`src/rtl/writeback_arbiter.sv`:
```
// ============================================================================
// writeback_arbiter
//
// Purpose:
//   Two-requester round-robin arbiter in front of a register-file write port.
//   One write is accepted per cycle. The accepted write reaches the register
//   file one cycle later on RW/BusW/RegWr. A 32-bit scoreboard (Busy) tracks
//   registers that have been allocated but not yet written back. Register 31
//   is a discard target: writes to it are accepted, never reach the register
//   file, and raise a one-cycle Dropped pulse.
//
// Handshake (applies to both requesters):
//   A transfer happens on a rising Clk edge where ReqnValid and ReqnReady are
//   both high. ReqnReady is combinational from the valids and the current
//   priority, and never depends on ReqnReady. At most one ReqnReady is high
//   in any cycle. Request fields are sampled only on the edge of the
//   transfer, so they may change freely while the requester is not granted.
//
// Ports:
//   Clk                  rising-edge clock
//   resetl               asynchronous active-low reset
//   Req0Valid/Req1Valid  requester n presents a write
//   Req0Reg/Req1Reg      destination register number (5 bits)
//   Req0Data/Req1Data    write data (64 bits)
//   Req0Ready/Req1Ready  requester n is granted this cycle
//   AllocValid/AllocReg  mark AllocReg as pending a write
//   RW/BusW/RegWr        register-file write address, data and enable
//   Busy                 per-register pending-write scoreboard
//   Dropped              one-cycle pulse after an accepted write to r31
// ============================================================================
module writeback_arbiter #(
    parameter int unsigned START_PRIO = 0
) (
    input  logic        Clk,
    input  logic        resetl,
    input  logic        Req0Valid,
    input  logic [4:0]  Req0Reg,
    input  logic [63:0] Req0Data,
    output logic        Req0Ready,
    input  logic        Req1Valid,
    input  logic [4:0]  Req1Reg,
    input  logic [63:0] Req1Data,
    output logic        Req1Ready,
    input  logic        AllocValid,
    input  logic [4:0]  AllocReg,
    output logic [4:0]  RW,
    output logic [63:0] BusW,
    output logic        RegWr,
    output logic [31:0] Busy,
    output logic        Dropped
);

    localparam logic       LP_START_PRIO = (START_PRIO != 0);
    localparam logic [4:0] LP_DISCARD    = 5'd31;

    // Priority holder: 0 -> requester 0 wins a tie, 1 -> requester 1 wins.
    logic        r_prio;
    logic [4:0]  r_rw;
    logic [63:0] r_busw;
    logic        r_regwr;
    logic        r_dropped;
    logic [31:0] r_busy;

    logic        w_grant0;
    logic        w_grant1;
    logic        w_xfer;
    logic [4:0]  w_sel_reg;
    logic [63:0] w_sel_data;
    logic        w_to_discard;
    logic        w_write;
    logic [31:0] w_busy_nxt;

    // A lone valid requester is granted regardless of priority; on a tie the
    // priority holder wins. Grants are suppressed while reset is asserted.
    assign w_grant0 = resetl & Req0Valid & (~Req1Valid | ~r_prio);
    assign w_grant1 = resetl & Req1Valid & (~Req0Valid |  r_prio);
    assign w_xfer   = w_grant0 | w_grant1;

    assign w_sel_reg    = w_grant1 ? Req1Reg  : Req0Reg;
    assign w_sel_data   = w_grant1 ? Req1Data : Req0Data;
    assign w_to_discard = (w_sel_reg == LP_DISCARD);
    assign w_write      = w_xfer & ~w_to_discard;

    // Clear on write-back first, then set on alloc, so an alloc and a
    // write-back to the same register on one edge leave it pending.
    always_comb begin
        w_busy_nxt = r_busy;
        if (w_xfer) begin
            w_busy_nxt[w_sel_reg] = 1'b0;
        end
        if (AllocValid && (AllocReg != LP_DISCARD)) begin
            w_busy_nxt[AllocReg] = 1'b1;
        end
        w_busy_nxt[31] = 1'b0;
    end

    always_ff @(posedge Clk or negedge resetl) begin
        if (!resetl) begin
            r_prio    <= LP_START_PRIO;
            r_rw      <= 5'd0;
            r_busw    <= 64'd0;
            r_regwr   <= 1'b0;
            r_dropped <= 1'b0;
            r_busy    <= 32'd0;
        end else begin
            r_busy    <= w_busy_nxt;
            r_regwr   <= w_write;
            r_dropped <= w_xfer & w_to_discard;
            // RW/BusW only move on a real write, so they hold while RegWr=0
            // (including the cycle after a discarded r31 write).
            if (w_write) begin
                r_rw   <= w_sel_reg;
                r_busw <= w_sel_data;
            end
            // Round-robin: the non-granted requester takes priority.
            if (w_xfer) begin
                r_prio <= w_grant0;
            end
        end
    end

    assign Req0Ready = w_grant0;
    assign Req1Ready = w_grant1;
    assign RW        = r_rw;
    assign BusW      = r_busw;
    assign RegWr     = r_regwr;
    assign Dropped   = r_dropped;
    assign Busy      = r_busy;

endmodule

```
`config.mk`:
```
export PLATFORM = sky130hd
export DESIGN_NAME = writeback_arbiter
export DESIGN_NICKNAME = d
export VERILOG_FILES = /design/src/rtl/writeback_arbiter.sv
export SDC_FILE = /design/constraint.sdc
export NUM_CORES = 1
export LEC_CHECK = 0
export BUFFER_PORTS_ARGS = -buffer_cell sky130_fd_sc_hd__buf_4
export CAP_MARGIN = 20
export CORE_MARGIN = 2
export CORE_UTILIZATION = 51
export CTS_CLUSTER_SIZE = 20
export DETAILED_ROUTE_END_ITERATION = 7
export HOLD_SLACK_MARGIN = 0.12
export PLACE_DENSITY = 0.94
export SYNTH_ARGS = -nofsm -noshare
export SYNTH_HDL_FRONTEND = slang
export SYNTH_SLANG_ARGS = --single-unit
```
`constraint.sdc`:
```
create_clock -name Clk -period 5 [get_ports Clk]
set_input_delay 1 -clock Clk [delete_from_list [all_inputs] [get_ports Clk]]
set_output_delay 1 -clock Clk [all_outputs]
set_load 0.005 [all_outputs]
```
======== After elaboration in Yosys (flattened, before gate mapping) ========
Index checks and enable logic that the tools add are counted.
word-level totals
  flip-flop bits (word level) ............. 103
  input bits .............................. 148
  output and inout port bits .............. 105
  word-level logic and storage cells ...... 39
operators by class
  order comparisons ....................... 4
  equality and inequality tests ........... 2
  muxes and demuxes ....................... 8
  bitwise operators ....................... 16
  reductions and logical operators ........ 3
operators by type and width
  operator              count
  $mux W64              1
  $mux W31              2
  $and A31 B31 Y31      1
  $not A31 Y31          1
  $or A31 B31 Y31       1
  $lt A5 B6 Y1 const B  2
  $demux W1 S5          2
  $ge A5 B1 Y1 const B  2
  $and A1 B1 Y1         6
  $eq A5 B5 Y1 const B  1
  $mux W5               1
  $ne A5 B5 Y1 const B  1
  $not A1 Y1            4
  $logic_and A1 B1 Y1   3
  $or A1 B1 Y1          3
  $mux W1               2

======== Longest topological paths before layout ========
  depth after elaboration ................. 13
  gate-level depth with buffers ........... 7
  gate-level depth less buffers ........... 5

======== Worst setup path before layout ========
Ideal clock, no wire load.
  kind .................................... input-to-output
  start point ............................. input port Req0Valid
  end point ............................... output port Req1Ready
  data arrival time ....................... 1.677 ns
  setup slack ............................. 2.323 ns
  stages on the path ...................... 3
  buffers on the path ..................... 1
  cell sequence ........................... nor2b_1 > nor2_1 > clkbuf_1
on the way
  longest elaborated chain between the ends .. 3
RTL lines
  item             RTL line  RTL
  start, declared  36        input logic Req0Valid,
  $not A1 Y1       76        assign w_grant1 = resetl & Req1Valid & (~Req0Valid | r_prio);
  $or A1 B1 Y1     76
  $and A1 B1 Y1    76
  end, declared    43        output logic Req1Ready,
No other way between the ends.

======== Worst setup path after layout ========
Same ends and word-level chain as after synthesis.

==> results.toml <==
[setup_path]
path_cells = "buf_4, nor2b_1, nor2_4, buf_4, buf_4"
crit_required_ns = 4.00
cpPeakStageDelay_ns = 0.69
rr_worst_depth = 6
crit_cells = 5
startpoint_type = "input pin"
rr_endpoint = "BusW[41]"
path_buf_inv = 3
cpMostUsedCell = "buf_4"
r2r_start = "r_prio"
crit_fanout = 67
regToRegSetupSlack_ns = 1.88
end_kind = "output pin"
path_delay_family = "buffers and inverters"
slowest_stage = "nor2b_1"
crit_type = "input pin to output pin"
critPathArrivalTime_ns = 2.56

[clock_tree]
cts.clk_slew.worst_paths_ns = 0.11
postCtsSetupRepairBufs = 0
hold_buffers = 0
cts_tree = "yes"
insertion_delay_ns = 0.37
cts.sinks = 103
htree_levels = 3
cts_root_buf = "clkbuf_8"
ctsResizeCount = 0
cts_buffers = 9
cts_buffer_depth = 2

[logic_synthesis]
synthDistinctLibCells = 38
syn_nets = 569
ys_warn_count = 0
synth_area_mm2 = 0.00534
yosys-top-cells-area = "dfrtp_1, mux2_4, mux2_2, o21ai_0, nand2_1"
synth.top_cell.area_share_pct = 48.2
synth-async-reset-ratio_pct = 100
synth_most_common_cell = "dfrtp_1"
avgSynthCellArea_um2 = 12.7
ys_ff_latch = 103
synthTopCellsByCount = "dfrtp_1, mux2_4, mux2_2, o21ai_0, nand2_1"
synthCells = 421
synth_edf_count = 0
ys_seq_area_share_pct = 48.2
synth_area_leader_cell = "dfrtp_1"
synthFlopType = "dfrtp_1"

[floorplanning]
io_pins = 253
core-area_mm2 = 0.0102
row_count = 37
die_x_um = 106
die-area_mm2 = 0.0113
start_util_pct = 52.2
die_height_um = 106

[global_routing]
grt_pass1_wl_um = 24400
grt_max_degree = 68
grt_pass1_vias = 4779
grt-ovfl-total = 0
grtUsageTotal_pct = 27.8
antenna_found_initial = 0

[sta]
finalCritPeriodShare_pct = 71.2
fin_skew_ns = 0.0215
rsz0062_at_grt = "no"
whs_ns = 0.426
max_freq_mhz = 281
max_slew_margin_pct = 40.3
worst_slew_pin_slew_ns = 0.895
finalCriticalPeriod_ns = 3.56
drv_slew = 0
hold_viol = 0
totalNegativeSetupSlack_ns = 0
setup_viol = 0

[layout]
fin_nets = 814
fin_cells = 806
area_growth_pct = 40.9
drive_gt1_share_pct = 60.4
stdcell_area_mm2 = 0.00753
antenna_cells = 0

[pwr]
power.leakage_nw = 3.60
pwr-share-seq_pct = 44.9
power.internal_mw = 1.78
share_comb_of_total_power_pct = 32.1
p_sw_uw = 697
clkPwrFrac_pct = 22.9
p_per_area_mw_per_mm2 = 328
vdd_drop_max_mv = 0.206
p_sw_share_pct = 28.2

[worst_hold_path]
hold_path_class = "input pin to asynchronous set/reset pin"

[placement]
gp_congestion = 0.909
dpl.hpwl_um = 12000
place_area_mm2 = 0.00729
post-place-cells = 790
portBuffers = 251

[routing]
drt_wl_total_um = 15900
drcViolationCount = 0
vias_per_cell = 5.55
ant_nets = 0
detail_route.wl_per_cell_um = 19.7
vias = 4473
drt_iter0_markers = 253
firstDrtPassIters = 5

[run_status]
outcome = "completed"

[run]
drv_cap = 0
==> worst max-delay path by stage <==
stage | start | endpoint
2_1_floorplan | Req0Valid | Req1Ready
3_3_place_gp | Req0Valid | BusW[34]
3_5_place_dp | Req0Valid | BusW[56]
4_1_cts | Req0Valid | BusW[38]
5_1_grt | resetl | Req1Ready
6_report | Req0Valid | Req1Ready
==> worst register-to-register path: cells and delay by family, from the launching register on <==
family          cells  cell delay (ns)
flops               1             0.43
compound gates      2             0.53
simple gates        2             0.93
buf+inv             1             0.75
mux                 1             0.37
==> cells in the final DEF, fill, tap and decap left out, types with 2 or more instances in the layout <==
cell type and instances:
a21oi_1 6, and2_1 2, buf_4 255, bufinv_16 2, clkbuf_8 9, clkinvlp_4 2
dfrtp_1 103, inv_1 3, mux2_2 65, mux2_4 66, nand2_1 38, nand2b_1 7
nand3_1 9, nand4_1 3, nor2_1 9, nor2b_1 4, nor3_1 4, nor4b_1 3
o211ai_1 5, o21a_1 2, o21ai_0 42, o21ai_1 2, o2bb2ai_1 3, o31ai_1 5
o41ai_1 5
==> stage by stage <==
step                      utilization, %  setup WS [ns]  power, mW
after floorplan                        -           2.32       1.45
after global placement              71.2          0.792       1.87
after detailed placement            71.2          0.681       1.91
after CTS                           73.3           1.07       2.48
after global routing                73.6           1.32       2.59
final                               73.6           1.44       2.47
==> state kept, by name (all words and copies together), names as in the netlist <==
| signal | cells |
|---|---|
| RW | 5 |
| r_prio | 1 |
| BusW | 64 |
| Busy | 31 |
| RegWr | 1 |
| Dropped | 1 |
==> power groups by stage <==
| stage | clock network [mW] | registers, mW | logic, mW |
|---|---|---|---|
| floorplan | 0 | 1.11 | 0.333 |
| global placement | 0 | 1.11 | 0.759 |
| detailed placement | 0 | 1.12 | 0.792 |
| CTS | 0.575 | 1.11 | 0.793 |
| global route | 0.607 | 1.13 | 0.849 |
| finish | 0.567 | 1.11 | 0.794 |
==> metal layers <==
metal  wire length (um)  GRT usage [%]  vias to the layer above
met5                  0              0                        -
met3               1400           7.60                       41
li1                   -              -                     2015
met4                473           12.6                        0
met2               8390           49.6                      248
met1               5620           30.6                     2169
==> area by class of cell <==
type	instances	area [um^2]
flip-flops and latches	103	2580
repair buffers	256	1940
multi-input cells	293	2620
fillers	719	2700
well taps	136	170
clock buffers	10	128
clock inverters	5	83.8
inverters	3	11.3
==> logic make-up (layout without fill, tap and decap cells) <==
kind of cell | Yosys count | after routing | share of synthesized area, %
flip-flops | 103 | 103 | 48.2
multiplexers | 131 | 131 | 32.2
buffers and inverters | 25 | 274 | 2.95
AND/OR/NAND/NOR | 83 | 83 | 7.33
other | 1 | 1 | 0.0702
AO/OA/AOI/OAI | 78 | 78 | 9.16
Note: power is estimated with default switching activity, not from simulation.
